<file path="config.mk">
export PLATFORM = sky130hd
export DESIGN_NAME = adc128s022_ctrl
export DESIGN_NICKNAME = d
export VERILOG_FILES = /design/src/rtl/adc128s022_ctrl.sv
export SDC_FILE = /design/constraint.sdc
export NUM_CORES = 1
export LEC_CHECK = 0
export CAP_MARGIN = 5
export CORE_ASPECT_RATIO = 1.5
export CORE_MARGIN = 5
export CORE_UTILIZATION = 46
export CTS_CLUSTER_DIAMETER = 40
export DETAILED_ROUTE_END_ITERATION = 8
export PLACE_DENSITY_LB_ADDON = 0.2
export SLEW_MARGIN = 25
export SYNTH_ARGS = -nofsm -noshare
export SYNTH_HDL_FRONTEND = slang
export SYNTH_SLANG_ARGS = --single-unit
export TNS_END_PERCENT = 20
</file>
<file path="constraint.sdc">
create_clock -name clk_i -period 3.58 [get_ports clk_i]
set_input_delay 0.716 -clock clk_i [delete_from_list [all_inputs] [get_ports clk_i]]
set_output_delay 0.716 -clock clk_i [all_outputs]
set_load 0.005 [all_outputs]
</file>
<file path="src/rtl/adc128s022_ctrl.sv">
// ADC128S022 SPI master: round-robin channel scan with a one-entry valid/ready output buffer.
// The ADC returns the conversion addressed in the previous frame, so each result carries that tag.
module adc128s022_ctrl #(
    parameter int unsigned HALF_DIV = 8
) (
    input  logic        clk_i,
    input  logic        n_reset_i,
    input  logic        enable_i,
    input  logic [7:0]  chan_mask_i,
    output logic        adc_cs_n_o,
    output logic        adc_sclk_o,
    output logic        adc_saddr_o,
    input  logic        adc_sdat_i,
    output logic        out_valid_o,
    input  logic        out_ready_i,
    output logic [2:0]  out_chan_o,
    output logic [11:0] out_data_o,
    output logic        overflow_o,
    input  logic        overflow_clr_i
);

    localparam int unsigned DivW = $clog2(HALF_DIV);
    localparam logic [DivW-1:0] DivLast = DivW'(HALF_DIV - 1);

    typedef enum logic [1:0] {StIdle, StSetup, StShift, StHold} state_e;

    state_e          state_q, state_d;
    logic [DivW-1:0] div_q, div_d;
    logic [3:0]      bit_q, bit_d;
    logic            cs_n_q, cs_n_d, sclk_q, sclk_d, saddr_q, saddr_d;
    logic [10:0]     shreg_q, shreg_d;
    logic [2:0]      last_addr_q, last_addr_d;
    logic [2:0]      tx_addr_q, tx_addr_d;
    logic [2:0]      rx_chan_q, rx_chan_d;
    logic            valid_q, valid_d, ovf_q, ovf_d;
    logic [2:0]      ochan_q, ochan_d;
    logic [11:0]     odata_q, odata_d;
    logic            start_frame, done, ovf_set;
    logic [15:0]     word;

    // First set mask bit strictly after last, wrapping; an empty mask selects channel 0.
    function automatic logic [2:0] next_addr(input logic [7:0] mask, input logic [2:0] last);
        logic [2:0] idx;
        next_addr = 3'd0;
        for (int i = 8; i >= 1; i--) begin
            idx = last + 3'(i);
            if (mask[idx]) next_addr = idx;
        end
    endfunction

    always_comb begin
        state_d     = state_q;
        div_d       = div_q;
        bit_d       = bit_q;
        cs_n_d      = cs_n_q;
        sclk_d      = sclk_q;
        saddr_d     = saddr_q;
        shreg_d     = shreg_q;
        last_addr_d = last_addr_q;
        tx_addr_d   = tx_addr_q;
        rx_chan_d   = rx_chan_q;
        valid_d     = valid_q;
        ochan_d     = ochan_q;
        odata_d     = odata_q;
        start_frame = 1'b0;
        done        = 1'b0;
        ovf_set     = 1'b0;
        word        = {2'b00, tx_addr_q, 11'b0};

        unique case (state_q)
            StIdle: begin
                if (enable_i) start_frame = 1'b1;
            end
            StSetup: begin
                if (div_q == DivLast) begin
                    state_d = StShift;
                    div_d   = '0;
                    bit_d   = 4'd0;
                    sclk_d  = 1'b0;
                    saddr_d = word[15];
                end else begin
                    div_d = div_q + 1'b1;
                end
            end
            StShift: begin
                if (div_q != DivLast) begin
                    div_d = div_q + 1'b1;
                end else begin
                    div_d = '0;
                    if (!sclk_q) begin
                        // Last low-phase cycle: capture DOUT as SCLK is driven high.
                        sclk_d  = 1'b1;
                        shreg_d = {shreg_q[9:0], adc_sdat_i};
                        done    = (bit_q == 4'd15);
                    end else if (bit_q == 4'd15) begin
                        state_d = StHold;
                        cs_n_d  = 1'b1;
                        saddr_d = 1'b0;
                    end else begin
                        sclk_d  = 1'b0;
                        bit_d   = bit_q + 4'd1;
                        saddr_d = word[4'd14 - bit_q];
                    end
                end
            end
            StHold: begin
                if (div_q == DivLast) begin
                    div_d = '0;
                    if (enable_i) start_frame = 1'b1;
                    else          state_d     = StIdle;
                end else begin
                    div_d = div_q + 1'b1;
                end
            end
            default: state_d = StIdle;
        endcase

        if (start_frame) begin
            state_d     = StSetup;
            cs_n_d      = 1'b0;
            div_d       = '0;
            rx_chan_d   = tx_addr_q;
            tx_addr_d   = next_addr(chan_mask_i, last_addr_q);
            last_addr_d = tx_addr_d;
        end

        if (valid_q && out_ready_i) valid_d = 1'b0;
        if (done) begin
            if (valid_q && !out_ready_i) begin
                ovf_set = 1'b1;
            end else begin
                valid_d = 1'b1;
                ochan_d = rx_chan_q;
                odata_d = {shreg_q, adc_sdat_i};
            end
        end
        ovf_d = ovf_set ? 1'b1 : (overflow_clr_i ? 1'b0 : ovf_q);
    end

    always_ff @(posedge clk_i or negedge n_reset_i) begin
        if (!n_reset_i) begin
            state_q     <= StIdle;
            div_q       <= '0;
            bit_q       <= 4'd0;
            cs_n_q      <= 1'b1;
            sclk_q      <= 1'b1;
            saddr_q     <= 1'b0;
            shreg_q     <= '0;
            last_addr_q <= 3'd7;
            tx_addr_q   <= 3'd0;
            rx_chan_q   <= 3'd0;
            valid_q     <= 1'b0;
            ochan_q     <= 3'd0;
            odata_q     <= 12'd0;
            ovf_q       <= 1'b0;
        end else begin
            state_q     <= state_d;
            div_q       <= div_d;
            bit_q       <= bit_d;
            cs_n_q      <= cs_n_d;
            sclk_q      <= sclk_d;
            saddr_q     <= saddr_d;
            shreg_q     <= shreg_d;
            last_addr_q <= last_addr_d;
            tx_addr_q   <= tx_addr_d;
            rx_chan_q   <= rx_chan_d;
            valid_q     <= valid_d;
            ochan_q     <= ochan_d;
            odata_q     <= odata_d;
            ovf_q       <= ovf_d;
        end
    end

    assign adc_cs_n_o  = cs_n_q;
    assign adc_sclk_o  = sclk_q;
    assign adc_saddr_o = saddr_q;
    assign out_valid_o = valid_q;
    assign out_chan_o  = ochan_q;
    assign out_data_o  = odata_q;
    assign overflow_o  = ovf_q;

endmodule

</file>
==> reports/results.md <==
| Group | Result | Reported |
|---|---|---|
| outcome | Outcome | complete, no violations |
| sta | Setup_tns | 0 ps |
| floorplan | Core area | 6130 um^2 |
| pwr | Sw Pwr | 1.01 mW |
| synthesis | Count of flip-flops with a built-in enable after synthesis | 0 |
| pwr | Pleak | 1.47 nW |
| synthesis | Mean area per synthesized cell | 11.4 um^2 |
| placement | DP Wirelength | 4310 um |
| global routing | Overflow after GRT | 0 |
| critical path | Worst-case reg-to-reg path depth | 8 |
| synthesis | Netlist cell types | 47 |
| pwr | Seq pwr share | 32.4% |
| sta | RSZ-0062 raised after global routing | false |
| synthesis | Share of synthesized area occupied by flip-flops and latches | 42.5% |
| sta | Final clock period utilization by the worst path | 85.8% |
| clocking | Clock latency of the later-clocked register in the worst-skew pair | 300 ps |
| pwr | Total power consumption of the routed design | 2.44 mW |
| critical path | Launch point of the critical path | last_addr_q[0]$_DFFE_PN1P_ |
| synthesis | Proportion of synthesized flip-flops having asynchronous set or reset | 100% |
| hold path | HP Start | rx_chan_q[1]$_DFFE_PN0P_ |
| floorplan | Count of standard-cell rows | 35 |
| pwr | Switching portion of total power | 41.4% |
| floorplan | Initial cell density of the core | 47.2% |
| sta | Worst relative slew slack | 46.6% |
| floorplan | Die width | 74.8 um |
| routing | Detailed-route vias per instance | 5.72 |
| pwr | Internal power | 1.43 mW |
| critical path | Critical-path top delay cell | dfstp_2 |
| pwr | Max rail drop VDD | 0.000442 V |
| routing | Post-route ant nets | 0 |
| global routing | Gr usage total | 15.4% |
| job | Max Cap Violations | 0 |
| cells and area | Final antenna diode count | 0 |
| placement | Number of port buffers | 33 |
| sta | Post-Route Skew | 8.84 ps |
| sta | Period minus WS final | 3070 ps |
| pwr | Clk pwr share | 13.7% |
| critical path | Largest incremental delay on the critical path | 720 ps |
| synthesis | Synthesized flop and latch total | 49 |
| synthesis | Most used flip-flop cell after synthesis | dfrtp_1 |
| synthesis | Post-Syn Area | 2900 um^2 |
| floorplan | Area of the die | 8020 um^2 |
| hold path | Worst hold path class | register to register |
| critical path | Data required time at the worst endpoint | 3750 ps |
| synthesis | Dominant cells by area after synthesis | dfrtp_1, mux2_2, mux4_2 |
| cells and area | Share of final-layout standard cells stronger than drive strength 1 | 24.3% |
| routing | Number of remaining DRC errors | 0 |
| pwr | Combinational share of power | 53.8% |
| global routing | First-pass GRT wire length | 9730 um |
| sta | Hold violation total from the final report | 0 |
| clocking | Clk root buf | clkbuf_8 |
| sta | Final max-slew violation count | 0 |
| critical path | Worst EP arrival | 3240 ps |
| critical path | RR Endpoint | tx_addr_q[0]$_DFFE_PN0P_ |
| clocking | Htree depth | 2 |
| clocking | Total CTS buffers | 5 |
| placement | Routability Congestion | 0.849 |
| synthesis | Synth top area share | 38.0% |
| sta | Final setup violation count | 0 |
| clocking | CTS tree | done |
| synthesis | Warnings from Yosys | 0 |
| critical path | Slack of the worst reg-to-reg path | 510 ps |
| routing | Final routed wire length divided by cell count | 15.6 um |
| clocking | CTS resizes | 0 |
| cells and area | Final layout net count | 311 |
| routing | Final Routed Wirelength | 5640 um |
| pwr | Pwr dens | 724 nW/um^2 |
| sta | Highest attainable clock frequency | 326 MHz |
| critical path | Kind of start point of the critical path | register |
| floorplan | Die Ht | 107 um |
| synthesis | Top cell type by total area after synthesis | dfrtp_1 |
| clocking | Clock-pin slew reported for the worst setup and hold paths after clock tree synthesis | 90 ps |
| clocking | CTS max path bufs | 2 |
| global routing | Vias in the first global route | 2110 |
| clocking | Number of buffers inserted by hold repair at cts | 0 |
| critical path | Critical path fanouts, max | 11 |
| synthesis | Synth Instances | 255 |
| global routing | Initial antenna violation count | 0 |
| clocking | Total clock sinks | 49 |
| critical path | R2r startpoint | last_addr_q[0]$_DFFE_PN1P_ |
| floorplan | # IOs | 34 |
| global routing | Largest net degree at the start of global routing | 38 |
| critical path | Kind of capture point of the worst setup path | register |
| routing | Vias | 2072 |
| sta | Slew of the pin with the lowest slew margin | 801 ps |
| cells and area | Area added between synthesis and finish | 16.4% |
| routing | First-pass DRT Iterations | 4 |
| cells and area | End-of-flow core utilization | 55.0% |
| critical path | CP cell instances | inv_2, ha_1, mux4_2, mux2_2, a211oi_1, nor3_1, o211ai_1, o311ai_1 |
| critical path | Destination of the critical timing path | tx_addr_q[0]$_DFFE_PN0P_ |
| synthesis | Net count after synthesis | 279 |
| clocking | Post-CTS Setup Bufs | 0 |
| critical path | Kind of critical path | register to register |
| routing | Drt initial violations | 153 |
-- cells in the mapped netlist, types with 2 or more instances --
library cell,number
ha_1,10
o211ai_1,2
mux2i_1,8
dfrtp_1,44
a221oi_1,3
o21ai_1,2
xor2_1,4
nand2b_1,3
nor3b_1,3
o21ai_0,8
a21oi_1,11
nor3_1,3
a211oi_1,3
nand3_1,4
buf_2,5
nand2_1,30
dfstp_2,5
or3b_2,2
nor2_1,15
xnor2_1,2
clkbuf_1,4
mux4_2,12
nand3b_1,3
o21bai_1,2
o22ai_1,4
inv_1,8
buf_4,2
mux2_2,34
-- area by class of cell --
class / count / area [um^2]
clock buffers: 5 / 68.8
clock inverters: 3 / 25.0
fillers: 551 / 2760
inverters: 9 / 33.8
multi-input cells: 185 / 1560
flip-flops and latches: 49 / 1230
well taps: 74 / 92.6
repair buffers: 37 / 355
-- power groups by stage --
stage / registers, mW / clock network (mW) / logic [mW]
2_1_floorplan: 0.725 / 0 / 1.14
3_3_place_gp: 0.802 / 0 / 1.30
3_5_place_dp: 0.805 / 0 / 1.31
4_1_cts: 0.795 / 0.347 / 1.31
5_1_grt: 0.815 / 0.364 / 1.46
6_report: 0.792 / 0.335 / 1.31
-- state kept, by name, summed over array words and instances, names as in the netlist, 2 cells and up --
register,cells
last_addr_q,3
shreg_q,11
out_data_o,12
div_q,3
out_chan_o,3
rx_chan_q,3
state_q,2
bit_q,4
tx_addr_q,3
-- critical path: cells and delay by family (launching register included) --
kind            cells  cell delay (ps)
mux                 2              920
flops               1              720
compound gates      3              580
fa+ha+maj           1              470
buf+inv             1              180
simple gates        1               80
-- kinds of logic after synthesis --
group | count (synthesis) | share of synthesized area [%]
adder cells (fa/ha/maj) | 10 | 4.32
flip-flops | 49 | 42.5
XOR/XNOR | 6 | 1.81
AND/OR/NAND/NOR | 69 | 11.1
AO/OA/AOI/OAI | 45 | 10.6
buffers and inverters | 21 | 3.46
multiplexers | 55 | 26.1
-- worst min path at each step --
stage / endpoint / depth (start not counted)
floorplan: adc_saddr_o$_DFFE_PN0P_ / 0
global placement: rx_chan_q[0]$_DFFE_PN0P_ / 2
detailed placement: rx_chan_q[0]$_DFFE_PN0P_ / 2
CTS: rx_chan_q[0]$_DFFE_PN0P_ / 2
global route: rx_chan_q[0]$_DFFE_PN0P_ / 2
finish: rx_chan_q[1]$_DFFE_PN0P_ / 2
-- through the flow --
step,area [um^2],worst slack (ps),hold slack (ps),instances
4_1_cts,3370,515,480,362
6_report,3370,508,476,362
3_3_place_gp,3280,585,457,354
3_5_place_dp,3280,536,457,354
2_1_floorplan,2900,602,420,255
5_1_grt,3370,350,503,362
-- cells in the final DEF, fill, tap and decap left out, types with 2 or more instances in the layout --
cell type,count
dfrtp_1,44
mux2_2,34
clkdlybuf4s50_1,32
nand2_1,30
nor2_1,15
mux4_2,12
a21oi_1,11
ha_1,10
inv_1,8
mux2i_1,8
o21ai_0,8
dfstp_2,5
clkbuf_8,5
nand3_1,4
xor2_1,4
o22ai_1,4
buf_4,4
nand2b_1,3
nor3_1,3
nand3b_1,3
nor3b_1,3
a211oi_1,3
a221oi_1,3
or3b_2,2
xnor2_1,2
o21ai_1,2
o21bai_1,2
o211ai_1,2
-- metal layers --
| layer | routed length, um | vias to the layer above | track usage, % |
|---|---|---|---|
| met4 | 92 | 0 | 5.22 |
| met1 | 2210 | 1016 | 17.6 |
| met2 | 3070 | 47 | 28.6 |
| met3 | 271 | 7 | 1.97 |
| met5 | 0 | - | 0 |
| li1 | - | 1002 | - |
(Power assumes the default switching activity.)
